### src/rtl/alu_writeback.sv
// Writeback stage behind the ALU result mux: commits results into A/B, keeps Z/N flags,
// and performs the register-moving ops STO and SWP that the mux cannot express.
module alu_writeback #(
    parameter int WIDTH = 8
) (
    input  logic             clk,
    input  logic             rst_n,
    input  logic             in_valid,
    output logic             in_ready,
    input  logic [3:0]       opcode,
    input  logic             load,
    input  logic [WIDTH-1:0] result,
    output logic [WIDTH-1:0] reg_a,
    output logic [WIDTH-1:0] reg_b,
    output logic             flag_z,
    output logic             flag_n,
    output logic             done
);

    localparam logic [3:0] OP_CMP = 4'b0100;
    localparam logic [3:0] OP_STO = 4'b1110;
    localparam logic [3:0] OP_SWP = 4'b1111;

    typedef enum logic {
        IDLE  = 1'b0,
        SWAP2 = 1'b1
    } state_t;

    state_t           state;
    logic [WIDTH-1:0] temp;

    // Ready depends on state alone so upstream never sees a loop through in_valid.
    assign in_ready = (state == IDLE);

    always_ff @(posedge clk or negedge rst_n) begin
        if (!rst_n) begin
            state  <= IDLE;
            reg_a  <= '0;
            reg_b  <= '0;
            temp   <= '0;
            flag_z <= 1'b1;
            flag_n <= 1'b0;
            done   <= 1'b0;
        end else begin
            done <= 1'b0;
            case (state)
                IDLE: begin
                    if (in_valid) begin
                        if (load) begin
                            reg_a <= result;
                            done  <= 1'b1;
                        end else begin
                            case (opcode)
                                OP_CMP: begin
                                    flag_z <= (result == '0);
                                    flag_n <= result[WIDTH-1];
                                    done   <= 1'b1;
                                end
                                OP_STO: begin
                                    reg_b <= reg_a;
                                    done  <= 1'b1;
                                end
                                OP_SWP: begin
                                    // First half of the swap; done waits for reg_b to commit.
                                    temp  <= reg_a;
                                    reg_a <= reg_b;
                                    state <= SWAP2;
                                end
                                default: begin
                                    reg_a  <= result;
                                    flag_z <= (result == '0);
                                    flag_n <= result[WIDTH-1];
                                    done   <= 1'b1;
                                end
                            endcase
                        end
                    end
                end
                SWAP2: begin
                    reg_b <= temp;
                    done  <= 1'b1;
                    state <= IDLE;
                end
                default: state <= IDLE;
            endcase
        end
    end

endmodule

### config.mk
export PLATFORM = sky130hd
export DESIGN_NAME = alu_writeback
export DESIGN_NICKNAME = d
export VERILOG_FILES = /design/src/rtl/alu_writeback.sv
export SDC_FILE = /design/constraint.sdc
export NUM_CORES = 1
export LEC_CHECK = 0
export ABC_AREA = 1
export ABC_CLOCK_PERIOD_IN_PS = 1900
export CAP_MARGIN = 15
export CELL_PAD_IN_SITES_DETAIL_PLACEMENT = 1
export CELL_PAD_IN_SITES_GLOBAL_PLACEMENT = 1
export CORE_ASPECT_RATIO = 1.25
export CORE_MARGIN = 2
export CORE_UTILIZATION = 38
export DETAILED_ROUTE_END_ITERATION = 8
export PLACE_DENSITY_LB_ADDON = 0.08
export SLEW_MARGIN = 20
export SYNTH_ARGS = -nofsm -noshare
export SYNTH_HDL_FRONTEND = slang
export SYNTH_SLANG_ARGS = --single-unit
### constraint.sdc
create_clock -name clk -period 1.9 [get_ports clk]
set_input_delay 0.285 -clock clk [delete_from_list [all_inputs] [get_ports clk]]
set_output_delay 0.285 -clock clk [all_outputs]
set_load 0.02 [all_outputs]
==> results of run 1 <==
[state kept, by name (all words and copies together), names as in the netlist]
name	cells
temp	8
reg_b	8
done	1
reg_a	8
state	1
flag_n	1
flag_z	1
[final cells by class]
class | count | area, um^2
Clock buffer | 3 | 41.3
Fill cell | 475 | 1830
Clock inverter | 1 | 30.0
Sequential cell | 28 | 702
Tap cell | 54 | 67.6
Timing Repair Buffer | 38 | 373
Multi-Input combinational cell | 139 | 672
Inverter | 18 | 70.1
[worst max-delay path by stage]
stage / startpoint / end / slack [ns] / cells after the start
3_5_place_dp: opcode[3] / temp[2] / 0.16 / 6
2_1_floorplan: state / temp[6] / 0.77 / 8
3_3_place_gp: opcode[3] / temp[5] / 0.21 / 6
4_1_cts: flag_z / flag_z / 0.18 / 1
6_report: flag_z / flag_z / 0.19 / 1
5_1_grt: flag_z / flag_z / 0.17 / 1
[synthesized netlist by cell type, drive strengths merged]
master / number / area, um^2
a21boi: 1 / 18.8
buf: 5 / 43.8
dfrtp: 27 / 676
dfstp: 1 / 26.3
inv: 18 / 70.1
nand2: 93 / 382
nand3: 19 / 100
nor2: 10 / 61.3
o21ai: 16 / 110
[layer usage]
metal / up-vias / GRT usage / routed length, um
li1: 660 / - / -
met5: - / 0 / 0
met4: 0 / 0.0840 / 78
met1: 646 / 0.270 / 1840
met3: 7 / 0.0348 / 143
met2: 25 / 0.344 / 1980
[logic make-up (layout without fill, tap and decap cells)]
group | Yosys count | in the layout | synth area share
AO/OA/AOI/OAI | 17 | 17 | 0.0866
buffers and inverters | 23 | 60 | 0.0765
flip-flops | 28 | 28 | 0.472
AND/OR/NAND/NOR | 122 | 122 | 0.365
[power breakdown]
part | total (W) | internal [W] | switching [W]
Sequential | 0.000766 | 0.000691 | 0.0000750
Clock | 0.000487 | 0.000283 | 0.000204
Combinational | 0.000460 | 0.000213 | 0.000248
[metrics by stage]
stage	power, W	instance area (um^2)	cells
after floorplan	0.00101	1490	190
after global placement	0.00123	1880	277
after detailed placement	0.00124	1880	277
after CTS	0.00173	1960	281
after global routing	0.00180	1960	281
final	0.00171	1960	281
==> results by group, run 1 <==
Floorplan
  • Die area: ~0.0044 mm^2
  • Die H: around 74 um
  • CORE AREA: about 0.0038 mm^2
  • Rows: 25
  • Ports: 36
  • Die Width: between 50 and 60 um
  • Initial Util: 0.393

STA
  • Final Skew: 0.0108 ns
  • Fin Setup TNS: 0 ns
  • Setup violations, final: 0
  • Final worst slack: roughly 0.19 ns
  • Final hold violations: 0
  • FMAX: around 0.59 GHz
  • WHS: around 0.38 ns
  • Minimum clock period: about 1.7 ns
  • RSZ-0062 raised after global routing: false
  • Crit share post-route: 0.899
  • Slew Viols, Final: 0
  • Worst Tran Pin Value: 0.373 ns
  • Relative slew margins: 0.752

Route
  • DR iter-0 viols: 23
  • Routed WL: 4.04 mm
  • DRT Pass-1 Iters: 4
  • WL per Instance: between 10 and 15 um
  • Residual DRC: 0
  • Via-per-instance ratio: 4.76
  • Via Count: 1338
  • Final ANT Viol Nets: 0

Setup path
  • Worst-path cell chain: clkdlybuf4s50_1
  • WP buf/inv: 1
  • Crit path kind: flop to primary output
  • Delay-heaviest family, CP: buffers and inverters
  • Critical R2R Launch: state
  • CP Launch Type: flop
  • R2R depth: 7
  • Crit-path slowest cell: clkdlybuf4s50_1
  • Max Fanout on Critical Path: 2
  • Crit path largest cell delay: 0.59 ns
  • Reg-to-Reg End: temp[2]
  • Reg2Reg Setup Slack: 0.59 ns
  • Critical path arrival: approximately 1.4 ns
  • Worst path required time: between 1.5 and 2 ns
  • Critical Path End Type: primary output

Power
  • Peak VDD IR: a little over 400 uV
  • Leakage: about 1 nW
  • Power per Cell Area: approximately 900 mW/mm^2

Logic synthesis
  • Synthesized area per cell: between 7 and 8 um^2
  • Seq/Total Area, Yosys: 0.472
  • Post-Syn Area: roughly 0.0015 mm^2
  • Post-synthesis sequential element count: 28
  • Syn nets: just over 200
  • Count of unique library cells instantiated by Yosys: 18
  • YS warnings: 0
  • Synth Instances: 190

Clock tree
  • CTS tree: yes
  • Clk_lat worst skew: between 0.2 and 0.3 ns
  • H-tree depth: 1
  • Resized cells post-CTS: 0
  • CTS Buf Count: 3
  • Setup bufs post-CTS: 0
  • CTS Sinks: 28
  • CTS Root Cell: clkbuf_8
  • Max Root-Sink Buffers: 2
  • CTS clk-pin slew, worst paths: around 0.11 ns
  • Hold_buf cts: 0

GRT
  • GRT Total Usage: 0.208
  • Global route overflow: 0
  • Vias in the first global route: 1445
  • Initial antenna violation count: 0
  • Largest net degree at the start of global routing: 29
  • First-pass GRT wire length: roughly 6.9 mm

Final layout
  • N_diodes: 0
  • Commonest non-fill, non-tap cell in the layout: nand2_1
  • Share of layout cells above drive strength 1: 0.132
  • # nets final: around 240
  • Commonest cells after routing, fill and taps aside: nand2_1 (86), clkdlybuf4s50_1 (35), dfrtp_1 (27), nand3_1 (18), inv_1 (15)
  • P&R area growth vs syn: 31.5%
  • Core Util, Final: 0.517

Placement
  • IO buf count: 35
  • Routability cong.: 0.759
  • Pre-CTS setup slack: between 0.15 and 0.2 ns
  • HPWL after DPL: just under 3 mm

Run status
  • Outcome: finished clean

Run
  • Max-cap violation count: 0

Hold path
  • Worst min path class: input port to asynchronous set/reset pin
Note: power is estimated with default switching activity, not from simulation.
==> inputs of run 2 (changes only) <==
- PLACE_DENSITY: default -> 0.86
- PLACE_DENSITY_LB_ADDON: 0.08 -> default
==> results by group, run 2 (synthesis gave the netlist of run 1 again) <==
Run status
  • Outcome: finished clean

Setup path
  • Critical path arrival: between 1 and 1.5 ns
  • Critical Path End Type: primary output
  • Crit-path slowest cell: clkdlybuf4s50_1
  • Crit path depth: 1
  • Worst path required time: 1.62 ns
  • Crit path largest cell delay: 0.59 ns
  • Crit path to: flag_z
  • Worst setup path startpoint: flag_z
  • Delay-heaviest family, CP: buffers and inverters
  • Max Fanout on Critical Path: 2
  • R2R depth: 7
  • Critical R2R Launch: state
  • CP Launch Type: flop
  • WP buf/inv: 1
  • Reg2Reg Setup Slack: about 0.58 ns
  • Worst-path cell chain: clkdlybuf4s50_1
  • Crit path kind: flop to primary output
  • Reg-to-Reg End: flag_n

Clock tree
  • Resized cells post-CTS: 0
  • Max Root-Sink Buffers: 2
  • CTS clk-pin slew, worst paths: ~0.10 ns
  • CTS Sinks: 28
  • Clk_lat worst skew: between 0.2 and 0.3 ns
  • H-tree depth: 1
  • CTS Buf Count: 3
  • CTS tree: yes
  • Setup bufs post-CTS: 0
  • Hold_buf cts: 0
  • CTS Root Cell: clkbuf_8

GRT
  • Vias in the first global route: 1380
  • Initial antenna violation count: 0
  • Global route overflow: 0
  • Largest net degree at the start of global routing: 29
  • First-pass GRT wire length: between 6 and 7 mm
  • GRT Total Usage: 0.196

Hold path
  • Worst min path class: input port to asynchronous set/reset pin

Final layout
  • Multi-input gate area: 672 um^2
  • # nets final: between 200 and 250
  • Fillers: roughly 480
  • Regs by FF count: reg_a (8), reg_b (8), temp (8)
  • Core Util, Final: 0.510
  • N_diodes: 0
  • Register area: approximately 700 um^2
  • Commonest cells after routing, fill and taps aside: nand2_1 (86), clkdlybuf4s50_1 (35), dfrtp_1 (27), nand3_1 (18), inv_1 (15)
  • P&R area growth vs syn: 29.7%
  • Commonest non-fill, non-tap cell in the layout: nand2_1
  • Share of layout cells above drive strength 1: 0.128

Power
  • Power per Cell Area: 809 mW/mm^2
  • Overall power: approximately 0.0016 W
  • Peak VDD IR: between 300 and 400 uV
  • Leakage: 0.982 nW

Floorplan
  • CORE AREA: 0.00378 mm^2
  • Ports: 36
  • Rows: 25
  • Die H: ~74 um
  • Initial Util: 0.393
  • Die Width: 60.0 um
  • Die area: approximately 0.0044 mm^2

Placement
  • HPWL after DPL: 2.87 mm
  • Routability cong.: between 0.8 and 0.9
  • IO buf count: 35

STA
  • Crit share post-route: 0.883
  • RSZ-0062 raised after global routing: false
  • Final Skew: between 0.008 and 0.009 ns
  • Final hold violations: 0
  • Relative slew margins: 0.761
  • Fin Setup TNS: 0 ns
  • Setup violations, final: 0
  • FMAX: 0.596 GHz
  • Minimum clock period: 1.68 ns
  • Worst Tran Pin Value: approximately 0.36 ns
  • Slew Viols, Final: 0
  • WHS: between 0.3 and 0.4 ns

Route
  • WL per Instance: 13.7 um
  • Residual DRC: 0
  • Via-per-instance ratio: 4.69
  • DRT Pass-1 Iters: 4
  • Via Count: approximately 1300
  • Routed WL: between 3 and 4 mm
  • Final ANT Viol Nets: 0
  • DR iter-0 viols: 28

Run
  • Max-cap violation count: 0
run 2: cell count changes in the layout (fill, tap and decap cells not counted):
cell       delta
bufinv_16     -1
clkbuf_1      +1
run 2: metrics by stage:
step | cells | instance area, um^2 | setup WS [ns]
detailed placement | 277 | 1880 | 0.152
global placement | 277 | 1880 | 0.213
floorplan | 190 | 1490 | 0.765
finish | 281 | 1930 | 0.222
CTS | 281 | 1930 | 0.214
global route | 281 | 1930 | 0.178
run 2: worst min path at each step:
stage	startpoint	endpoint	slack [ns]
floorplan	rst_n	done	-0.01
global placement	flag_z	flag_z	0.45
detailed placement	flag_z	flag_z	0.45
CTS	rst_n	reg_b[2]	0.39
global route	rst_n	reg_b[1]	0.40
finish	rst_n	reg_b[1]	0.38
run 2: where the power goes:
group	switching, W	internal, W	leakage (nW)
clock	0.000184	0.000150	0.0228
sequential	0.0000792	0.000692	0.356
combinational	0.000243	0.000212	0.604
total	0.000507	0.00105	0.982
run 2: cell type report:
| cell class | count | area share |
|---|---|---|
| Clock buffer | 4 | 0.0233 |
| Sequential cell | 28 | 0.364 |
| Tap cell | 54 | 0.0350 |
| Multi-Input combinational cell | 139 | 0.348 |
| Timing Repair Buffer | 38 | 0.193 |
| Inverter | 18 | 0.0363 |
run 2: metal layers:
metal | share of wire | up-vias | global-route usage
met5 | 0 | - | 0
met4 | 0.019 | 0 | 0.0889
met3 | 0.031 | 6 | 0.0243
met2 | 0.49 | 26 | 0.336
met1 | 0.46 | 626 | 0.244
li1 | - | 661 | -
